**src/rtl/ifetcher.sv**
```systemverilog
// Instruction fetch unit: PC, direct-mapped one-word-per-line icache refilled from the
// memory controller, 2-bit BHT for conditional branches and JAL target prediction.
//   state     | meaning
//   RUN       | fetch at pc
//   MEM       | icache miss outstanding at MC_addr
//   DRAIN     | flushed during a miss; the response is installed but never issued
//   WAIT_JALR | JALR issued, fetch halted until ROB_clear
module ifetcher #(
    parameter int ICACHE_BITS = 4,
    parameter int BHT_BITS    = 6
) (
    input  logic        clk,
    input  logic        rst,
    input  logic        rdy,
    output logic        MC_sgn,
    output logic [31:0] MC_addr,
    input  logic        MC_done,
    input  logic [31:0] MC_ins,
    output logic        IF_ins_sgn,
    output logic [31:0] IF_ins,
    output logic        IF_jump_flag,
    output logic [31:0] IF_jump_pc,
    input  logic        ROB_full,
    input  logic        LSB_full,
    input  logic        ROB_clear,
    input  logic [31:0] ROB_clear_pc,
    input  logic        ROB_br_sgn,
    input  logic [31:0] ROB_br_pc,
    input  logic        ROB_br_taken
);
    localparam int LINES = 1 << ICACHE_BITS;
    localparam int TAG_W = 32 - ICACHE_BITS - 2;
    localparam int BHT_N = 1 << BHT_BITS;

    localparam logic [6:0] OP_JAL  = 7'b1101111;
    localparam logic [6:0] OP_JALR = 7'b1100111;
    localparam logic [6:0] OP_BR   = 7'b1100011;

    typedef enum logic [1:0] {RUN, MEM, DRAIN, WAIT_JALR} state_t;

    state_t      state, state_next;
    logic [31:0] pc, pc_next;

    logic [31:0]      cache_data [LINES];
    logic [TAG_W-1:0] cache_tag  [LINES];
    logic [LINES-1:0] cache_valid;
    logic [1:0]       bht [BHT_N];

    logic [ICACHE_BITS-1:0] ic_idx, fill_idx;
    logic [TAG_W-1:0]       ic_tag, fill_tag;
    logic [BHT_BITS-1:0]    bht_rd_idx, bht_wr_idx;
    logic                   hit, acc, slot_free;

    logic [31:0] fetch_word, bimm, jimm;
    logic        pred;
    logic        dec_flag, dec_jalr;
    logic [31:0] dec_jpc, dec_next;

    logic load_slot, clear_slot, fill, mc_req, mc_drop;
    logic unused_br_bits;

    assign ic_idx     = pc[ICACHE_BITS+1:2];
    assign ic_tag     = pc[31:ICACHE_BITS+2];
    assign fill_idx   = MC_addr[ICACHE_BITS+1:2];
    assign fill_tag   = MC_addr[31:ICACHE_BITS+2];
    assign bht_rd_idx = pc[BHT_BITS+1:2];
    assign bht_wr_idx = ROB_br_pc[BHT_BITS+1:2];
    assign unused_br_bits = ^{ROB_br_pc[31:BHT_BITS+2], ROB_br_pc[1:0]};

    assign hit        = cache_valid[ic_idx] && (cache_tag[ic_idx] == ic_tag);
    assign acc        = IF_ins_sgn && !ROB_full && !LSB_full;
    assign slot_free  = !IF_ins_sgn || acc;
    // In MEM the word comes straight from the controller in the MC_done cycle.
    assign fetch_word = (state == MEM) ? MC_ins : cache_data[ic_idx];

    always_comb begin
        bimm = {{20{fetch_word[31]}}, fetch_word[7], fetch_word[30:25], fetch_word[11:8], 1'b0};
        jimm = {{12{fetch_word[31]}}, fetch_word[19:12], fetch_word[20], fetch_word[30:21], 1'b0};
        pred = bht[bht_rd_idx][1];
        dec_flag = 1'b0;
        dec_jalr = 1'b0;
        dec_jpc  = pc;
        dec_next = pc + 32'd4;
        case (fetch_word[6:0])
            OP_JAL: begin
                dec_flag = 1'b1;
                dec_jpc  = pc + 32'd4;
                dec_next = pc + jimm;
            end
            OP_JALR: begin
                dec_jalr = 1'b1;
                dec_jpc  = pc + 32'd4;
                dec_next = pc;
            end
            OP_BR: begin
                dec_flag = pred;
                dec_jpc  = pred ? pc + 32'd4 : pc + bimm;
                dec_next = pred ? pc + bimm : pc + 32'd4;
            end
            default: ;
        endcase
    end

    always_comb begin
        state_next = state;
        pc_next    = pc;
        load_slot  = 1'b0;
        clear_slot = 1'b0;
        fill       = 1'b0;
        mc_req     = 1'b0;
        mc_drop    = 1'b0;
        if (ROB_clear) begin
            clear_slot = 1'b1;
            pc_next    = ROB_clear_pc;
            state_next = RUN;
            if (state == MEM || state == DRAIN) begin
                if (MC_done) begin
                    fill    = 1'b1;
                    mc_drop = 1'b1;
                end else begin
                    state_next = DRAIN;
                end
            end
        end else begin
            case (state)
                RUN: begin
                    if (slot_free) begin
                        if (hit) begin
                            load_slot = 1'b1;
                            pc_next   = dec_next;
                            if (dec_jalr) state_next = WAIT_JALR;
                        end else begin
                            mc_req     = 1'b1;
                            state_next = MEM;
                        end
                    end
                end
                MEM: begin
                    if (MC_done) begin
                        fill       = 1'b1;
                        mc_drop    = 1'b1;
                        load_slot  = 1'b1;
                        pc_next    = dec_next;
                        state_next = dec_jalr ? WAIT_JALR : RUN;
                    end
                end
                DRAIN: begin
                    if (MC_done) begin
                        fill       = 1'b1;
                        mc_drop    = 1'b1;
                        state_next = RUN;
                    end
                end
                default: ;
            endcase
        end
    end

    always_ff @(posedge clk) begin
        if (rst) begin
            state        <= RUN;
            pc           <= 32'd0;
            cache_valid  <= '0;
            IF_ins_sgn   <= 1'b0;
            IF_ins       <= 32'd0;
            IF_jump_flag <= 1'b0;
            IF_jump_pc   <= 32'd0;
            MC_sgn       <= 1'b0;
            MC_addr      <= 32'd0;
            for (int i = 0; i < BHT_N; i++) bht[i] <= 2'b01;
        end else if (rdy) begin
            state <= state_next;
            pc    <= pc_next;
            if (fill) cache_valid[fill_idx] <= 1'b1;
            if (mc_req) begin
                MC_sgn  <= 1'b1;
                MC_addr <= pc;
            end else if (mc_drop) begin
                MC_sgn <= 1'b0;
            end
            if (clear_slot) begin
                IF_ins_sgn <= 1'b0;
            end else if (load_slot) begin
                IF_ins_sgn   <= 1'b1;
                IF_ins       <= fetch_word;
                IF_jump_flag <= dec_flag;
                IF_jump_pc   <= dec_jpc;
            end else if (acc) begin
                IF_ins_sgn <= 1'b0;
            end
            if (ROB_br_sgn) begin
                if (ROB_br_taken && bht[bht_wr_idx] != 2'b11)
                    bht[bht_wr_idx] <= bht[bht_wr_idx] + 2'd1;
                else if (!ROB_br_taken && bht[bht_wr_idx] != 2'b00)
                    bht[bht_wr_idx] <= bht[bht_wr_idx] - 2'd1;
            end
        end
    end

    // Line data and tag need no reset; the valid bits guard them.
    always_ff @(posedge clk) begin
        if (!rst && rdy && fill) begin
            cache_data[fill_idx] <= MC_ins;
            cache_tag[fill_idx]  <= fill_tag;
        end
    end
endmodule

```
**config.mk**
```make
export PLATFORM = sky130hd
export DESIGN_NAME = ifetcher
export DESIGN_NICKNAME = d
export VERILOG_FILES = /design/src/rtl/ifetcher.sv
export SDC_FILE = /design/constraint.sdc
export NUM_CORES = 1
export LEC_CHECK = 0
export CORE_MARGIN = 2
export CORE_UTILIZATION = 30
export DETAILED_ROUTE_END_ITERATION = 12
export GPL_ROUTABILITY_DRIVEN = 0
export PLACE_DENSITY = 0.46
export SLEW_MARGIN = 15
export SYNTH_ARGS = -nofsm -noshare
export SYNTH_HDL_FRONTEND = slang
export SYNTH_SLANG_ARGS = --single-unit
```
**constraint.sdc**
```tcl
create_clock -name clk -period 16.24 [get_ports clk]
set_input_delay 3.248 -clock clk [delete_from_list [all_inputs] [get_ports clk]]
set_output_delay 3.248 -clock clk [all_outputs]
set_load 0.01 [all_outputs]
```
==> results.yml, run 1 <==
synth:
  syn_nets: 3680
  seq_area_frac_synth_pct: 65.08
  yosys_warnings: 0
  ys_ff_latch: 1211
  netlist_instances: 3525
  async_flop_share_pct: 0
  synth_top_area_share_pct: 59.28
  synth-edff-count: 1056
  synth.largest_area_cell: "edfxtp_1"
  yosys-top-cells-area: "edfxtp_1, mux4_2, dfxtp_1, mux2i_1, nand2_1"
  synth_cell_types: 87
  yosysMostFrequentCell: "edfxtp_1"
  synth_common_cells: "edfxtp_1, mux4_2, nand2_1, nor2_1, mux2i_1"
  synth_ff_type: "edfxtp_1"
  synth_area_um2: 53490
  postSynthAreaPerCell_um2: 15.17
critical_path:
  worstSetupStartpoint: "ROB_br_pc[4]"
  critical_path_required_ps: 16680
  r2r_slack_ps: 8740
  worst-setup-path-type: "primary input to flip-flop"
  startpoint_type: "primary input"
  timing.critical_path.to_type: "flip-flop"
  critPathMaxFanout: 39
  crit_end: "bht[50][0]$_SDFFCE_PN1P_"
  reg2reg_to: "pc[26]$_SDFFE_PP0P_"
  crit_arrival_ps: 8640
  reg2reg_depth: 17
sta:
  drv_slew: 0
  min_period_ps: 8206
  hold_viol_final: 0
  post-route-period-util_pct: 50.53
  setup_viol: 0
  fmax_ghz: 0.1219
  rsz0062_at_grt: "false"
  tightest_slew_ps: 1125
  fin_worst_skew_ps: 31.35
  fin_setup_tns_ps: 0
  relSlewSlack_pct: 24.82
grt:
  grt_pass1_wl_um: 244800
  antenna_found_initial: 8
  first_global_vias: 32550
  grt_overflow: 0
  grt_max_degree: 87
  track_usage_pct: 18.81
floorplan:
  rows: 154
  dieArea_um2: 181700
  die_w_um: 426.3
  coreArea_um2: 176700
  chipHeight_um: 426.3
  initial_core_util_pct: 30.27
  io_pins: 204
place:
  dpl_cell_area_um2: 57920
  port_buffers: 177
  dpl.hpwl_um: 105100
clock_network:
  numCtsBuffers: 137
  cts_setup_buffers: 0
  worstSkewPairLatency_ps: 790
  root_buffer: "clkbuf_16"
  hold_buffers: 0
  cts_max_level: 4
  cts_sinks: 1211
  tritoncts: "done"
  cts_buffer_depth: 3
  clk_pin_slew_ps: 60
  cts_resized: 0
drt:
  drc_errors: 0
  ant_nets: 0
  wl_per_cell_um: 28.09
  vias_per_cell: 5.241
  drtPass1Iterations: 8
  routed_wirelength_um: 172300
  vias: 32150
  drt_iter0_drc: 3070
final_layout:
  area_delta_synth_final_pct: 16.32
  layout-drive-gt1-share_pct: 17.04
  design_area_um2: 62220
  final_core_util_pct: 35.21
  num-fill-cells: 16950
  final_nets: 3835
run:
  cap_violations: 0
min_path:
  hold_start: "cache_valid[2]$_SDFFE_PP0P_"
  min_path_type: "flip-flop to flip-flop"
status:
  run_status: "completed"
pwr:
  max-vdd-ir-drop_mv: 0.07926
  power_density_nw_per_um2: 115.5
  power.leakage_nw: 19.46
==> cells in the final DEF (no fill, tap or decap), types with 47 or more instances in the layout <==
master,instances
edfxtp_1,1056
mux4_2,284
nand2_1,276
nor2_1,257
mux2i_1,174
clkdlybuf4s50_1,172
dfxtp_1,151
a21oi_1,143
clkbuf_16,139
o21ai_0,127
buf_4,86
xnor2_1,72
nand3_1,64
nor3_1,55
a21o_1,50
ha_1,47
==> power breakdown <==
part	total (W)	switching [W]	leakage, nW	internal [W]
Clock	0.00298	0.00129	2.09	0.00170
Sequential	0.00343	0.0000422	10.2	0.00339
Combinational	0.000770	0.000490	7.21	0.000280
==> cells by family after synthesis <==
| group | synth area share (%) |
|---|---|
| buffers and inverters | 2.360 |
| multiplexers | 15.47 |
| XOR/XNOR | 1.768 |
| AO/OA/AOI/OAI | 7.036 |
| flip-flops | 65.08 |
| AND/OR/NAND/NOR | 7.088 |
| adder cells (fa/ha/maj) | 1.198 |
==> area by class of cell <==
class / instances / area [um^2] / area share (%)
Antenna cell: 2 / 5.005 / 0.008044
Clock buffer: 189 / 3756 / 6.037
Clock inverter: 62 / 538.0 / 0.8647
Inverter: 45 / 168.9 / 0.2715
Multi-Input combinational cell: 2020 / 17560 / 28.22
Sequential cell: 1211 / 34830 / 55.98
Tap cell: 2340 / 2928 / 4.706
Timing Repair Buffer: 265 / 2439 / 3.919
==> metrics by stage <==
| step | setup slack, ps | cells | total power (W) | hold slack, ps |
|---|---|---|---|---|
| floorplan | 7564 | 3525 | 0.003965 | 421.0 |
| global placement | 7168 | 5881 | 0.004275 | 428.2 |
| detailed placement | 7091 | 5881 | 0.004273 | 439.7 |
| CTS | 7937 | 6132 | 0.007273 | 452.1 |
| global route | 7469 | 6133 | 0.007430 | 466.4 |
| finish | 8034 | 6134 | 0.007186 | 449.7 |
==> registers in the layout (all words and copies together) (netlist names), named ones only <==
signal        cells
cache_data      512
bht             128
cache_tag       416
IF_jump_flag      1
IF_jump_pc       32
state             2
IF_ins_sgn        1
MC_addr          32
pc               32
MC_sgn            1
IF_ins           32
cache_valid      16
==> worst max-delay path, stage by stage <==
cell and delay [ps]:
buf_2 480, buf_4 570, and3b_1 230, o21ai_0 140
a41oi_1 400, or4_1 680, nor4b_2 610, o21ai_0 230
a21oi_2 630, nand3_1 800, o21ai_0 590
==> per-layer routing <==
metal	global-route usage, %	share of wire (%)	wire length [um]	up-vias
li1	-	-	-	14140
met1	24.35	42	72920	16870
met4	5.530	2.7	4567	8
met3	3.248	5.1	8797	217
met5	0	0.026	45	-
met2	32.22	50	85960	905
==> worst min path at each step <==
stage	depth (start not counted)	slack, ps	end
after floorplan	1	420	cache_valid[10]$_SDFFE_PP0P_
after global placement	1	430	cache_valid[2]$_SDFFE_PP0P_
after detailed placement	1	440	cache_valid[2]$_SDFFE_PP0P_
after CTS	1	450	cache_valid[2]$_SDFFE_PP0P_
after global routing	1	470	cache_valid[12]$_SDFFE_PP0P_
final	1	450	cache_valid[2]$_SDFFE_PP0P_
(Power assumes the default switching activity.)
==> inputs of run 2 (changes only) <==
Settings changed: PLACE_DENSITY 0.46 to 0.48.
Clock period 16.24 ns to 7.43 ns, I/O delays scaled along.
==> run 2 against run 1 <==
Combinational power increased by 120%. Worst hold slack better by 1.9 ps. Via count shrank 0.11%. Largest cell class unchanged.
==> results.yml, run 2 (synthesis gave the netlist of run 1 again) <==
final_layout:
  num-fill-cells: 16760
  area_delta_synth_final_pct: 17.63
  stdcell_count: 6176
  largest_reg_flops: 512
  final_nets: 3871
  top_register: "cache_data"
  regArea_um2: 34830
  final_common_cell: "edfxtp_1"
  reg.largest.list: "cache_data x512, cache_tag x416, bht x128"
  layout-drive-gt1-share_pct: 17.99
  final_cell_mix: "edfxtp_1, mux4_2, nand2_1"
  multi_input_area_um2: 17550
clock_network:
  tritoncts: "done"
  cts_setup_buffers: 0
  cts_buffer_depth: 3
  cts_max_level: 4
  clk_pin_slew_ps: 60
  worstSkewPairLatency_ps: 780
  cts_sinks: 1211
  root_buffer: "clkbuf_16"
  cts_resized: 0
  numCtsBuffers: 139
  hold_buffers: 0
critical_path:
  crit_family: "compound AO/OA/AOI/OAI gates"
  critical_path_required_ps: 8140
  crit_chain: "buf_12, buf_4, mux4_2, mux4_2, nand2_1, nand2_1, ha_1, a21oi_1, o21ai_0, a2111oi_0, a211oi_1, nor3_1, o41ai_1, xnor2_1, o22ai_1, mux2i_1, nor2_1"
  slowest_delay_ps: 650
  crit_buf_inv: 2
  startpoint_type: "flip-flop"
  r2r_slack_ps: 1470
  crit_arrival_ps: 6670
  critPathMaxFanout: 22
  worst-setup-path-type: "flip-flop to flip-flop"
  cpMaxStageDelayCell: "a2111oi_0"
  timing.critical_path.to_type: "flip-flop"
grt:
  track_usage_pct: 18.57
  grt_max_degree: 84
  first_global_vias: 32410
  antenna_found_initial: 4
  grt_overflow: 0
  grt_pass1_wl_um: 242000
pwr:
  p_total_w: 0.01596
  max-vdd-ir-drop_mv: 0.1816
  power_density_nw_per_um2: 253.6
  power.leakage_nw: 19.79
sta:
  rsz0062_at_grt: "false"
  drv_slew: 0
  hold_viol_final: 0
  fmax_ghz: 0.1678
  fin_worst_skew_ps: 47.90
  setup_viol: 0
  tightest_slew_ps: 1123
  fin_setup_tns_ps: 0
  min_period_ps: 5959
  post-route-period-util_pct: 80.20
  relSlewSlack_pct: 24.99
  holdWs_ps: 451.7
status:
  run_status: "completed"
floorplan:
  io_pins: 204
  coreArea_um2: 176700
  chipHeight_um: 426.3
  initial_core_util_pct: 30.27
  dieArea_um2: 181700
  die_w_um: 426.3
  rows: 154
run:
  cap_violations: 0
drt:
  drc_errors: 0
  wl_per_cell_um: 27.47
  vias_per_cell: 5.199
  drt_iter0_drc: 3027
  drtPass1Iterations: 8
  vias: 32110
  ant_nets: 0
  routed_wirelength_um: 169700
place:
  port_buffers: 177
  dpl.hpwl_um: 106900
  dp_cells: 5915
min_path:
  min_path_type: "flip-flop to flip-flop"
## run 2: path summary, 6_finish.rpt
kind,from,end,depth (start not counted)
worst min register to register,cache_valid[4]$_SDFFE_PP0P_,cache_valid[4]$_SDFFE_PP0P_,1
worst max register to register,flip-flop,IF_jump_pc[25]$_SDFFE_PP0P_,17
worst max-delay path,flip-flop,IF_jump_pc[25]$_SDFFE_PP0P_,17
worst min-delay path,cache_valid[4]$_SDFFE_PP0P_,cache_valid[4]$_SDFFE_PP0P_,1
## run 2: stage by stage
stage	setup slack (ps)	utilization [%]	instance area, um^2
after floorplan	516.2	-	53490
after global placement	1139	33.05	58390
after detailed placement	1076	33.05	58390
after CTS	1381	35.61	62920
after global routing	993.2	35.61	62920
final	1471	35.61	62920
## run 2: layer usage
layer | track usage (%) | vias up | wire, um
met2 | 31.75 | 920 | 85030
met1 | 23.93 | 16760 | 70770
met3 | 3.159 | 211 | 8817
met4 | 5.972 | 2 | 5024
met5 | 0 | - | 10
li1 | - | 14220 | -
## run 2: worst register-to-register path, delay by kind of cell (launching register included)
family          cells  cell delay, ps
xor+xnor            1             180
compound gates      6            2100
fa+ha+maj           1             450
simple gates        4             910
flops               1             520
mux                 3            1130
buf+inv             2             590
## run 2: power by group
group / switching (W) / total, W / internal (W)
clock network: 0.00288 / 0.00677 / 0.00388
logic: 0.00106 / 0.00169 / 0.000630
registers: 0.0000916 / 0.00750 / 0.00741
total: 0.00403 / 0.0160 / 0.0119
## run 2: final cells by class
cell class | count | share of cell area [%]
sequential | 1211 | 55.36
inverter | 45 | 0.2685
tap | 2340 | 4.653
antenna | 1 | 0.003977
clock inverter | 80 | 1.299
clock buffer | 180 | 5.888
timing repair buffer | 299 | 4.639
multi-input combinational | 2020 | 27.89
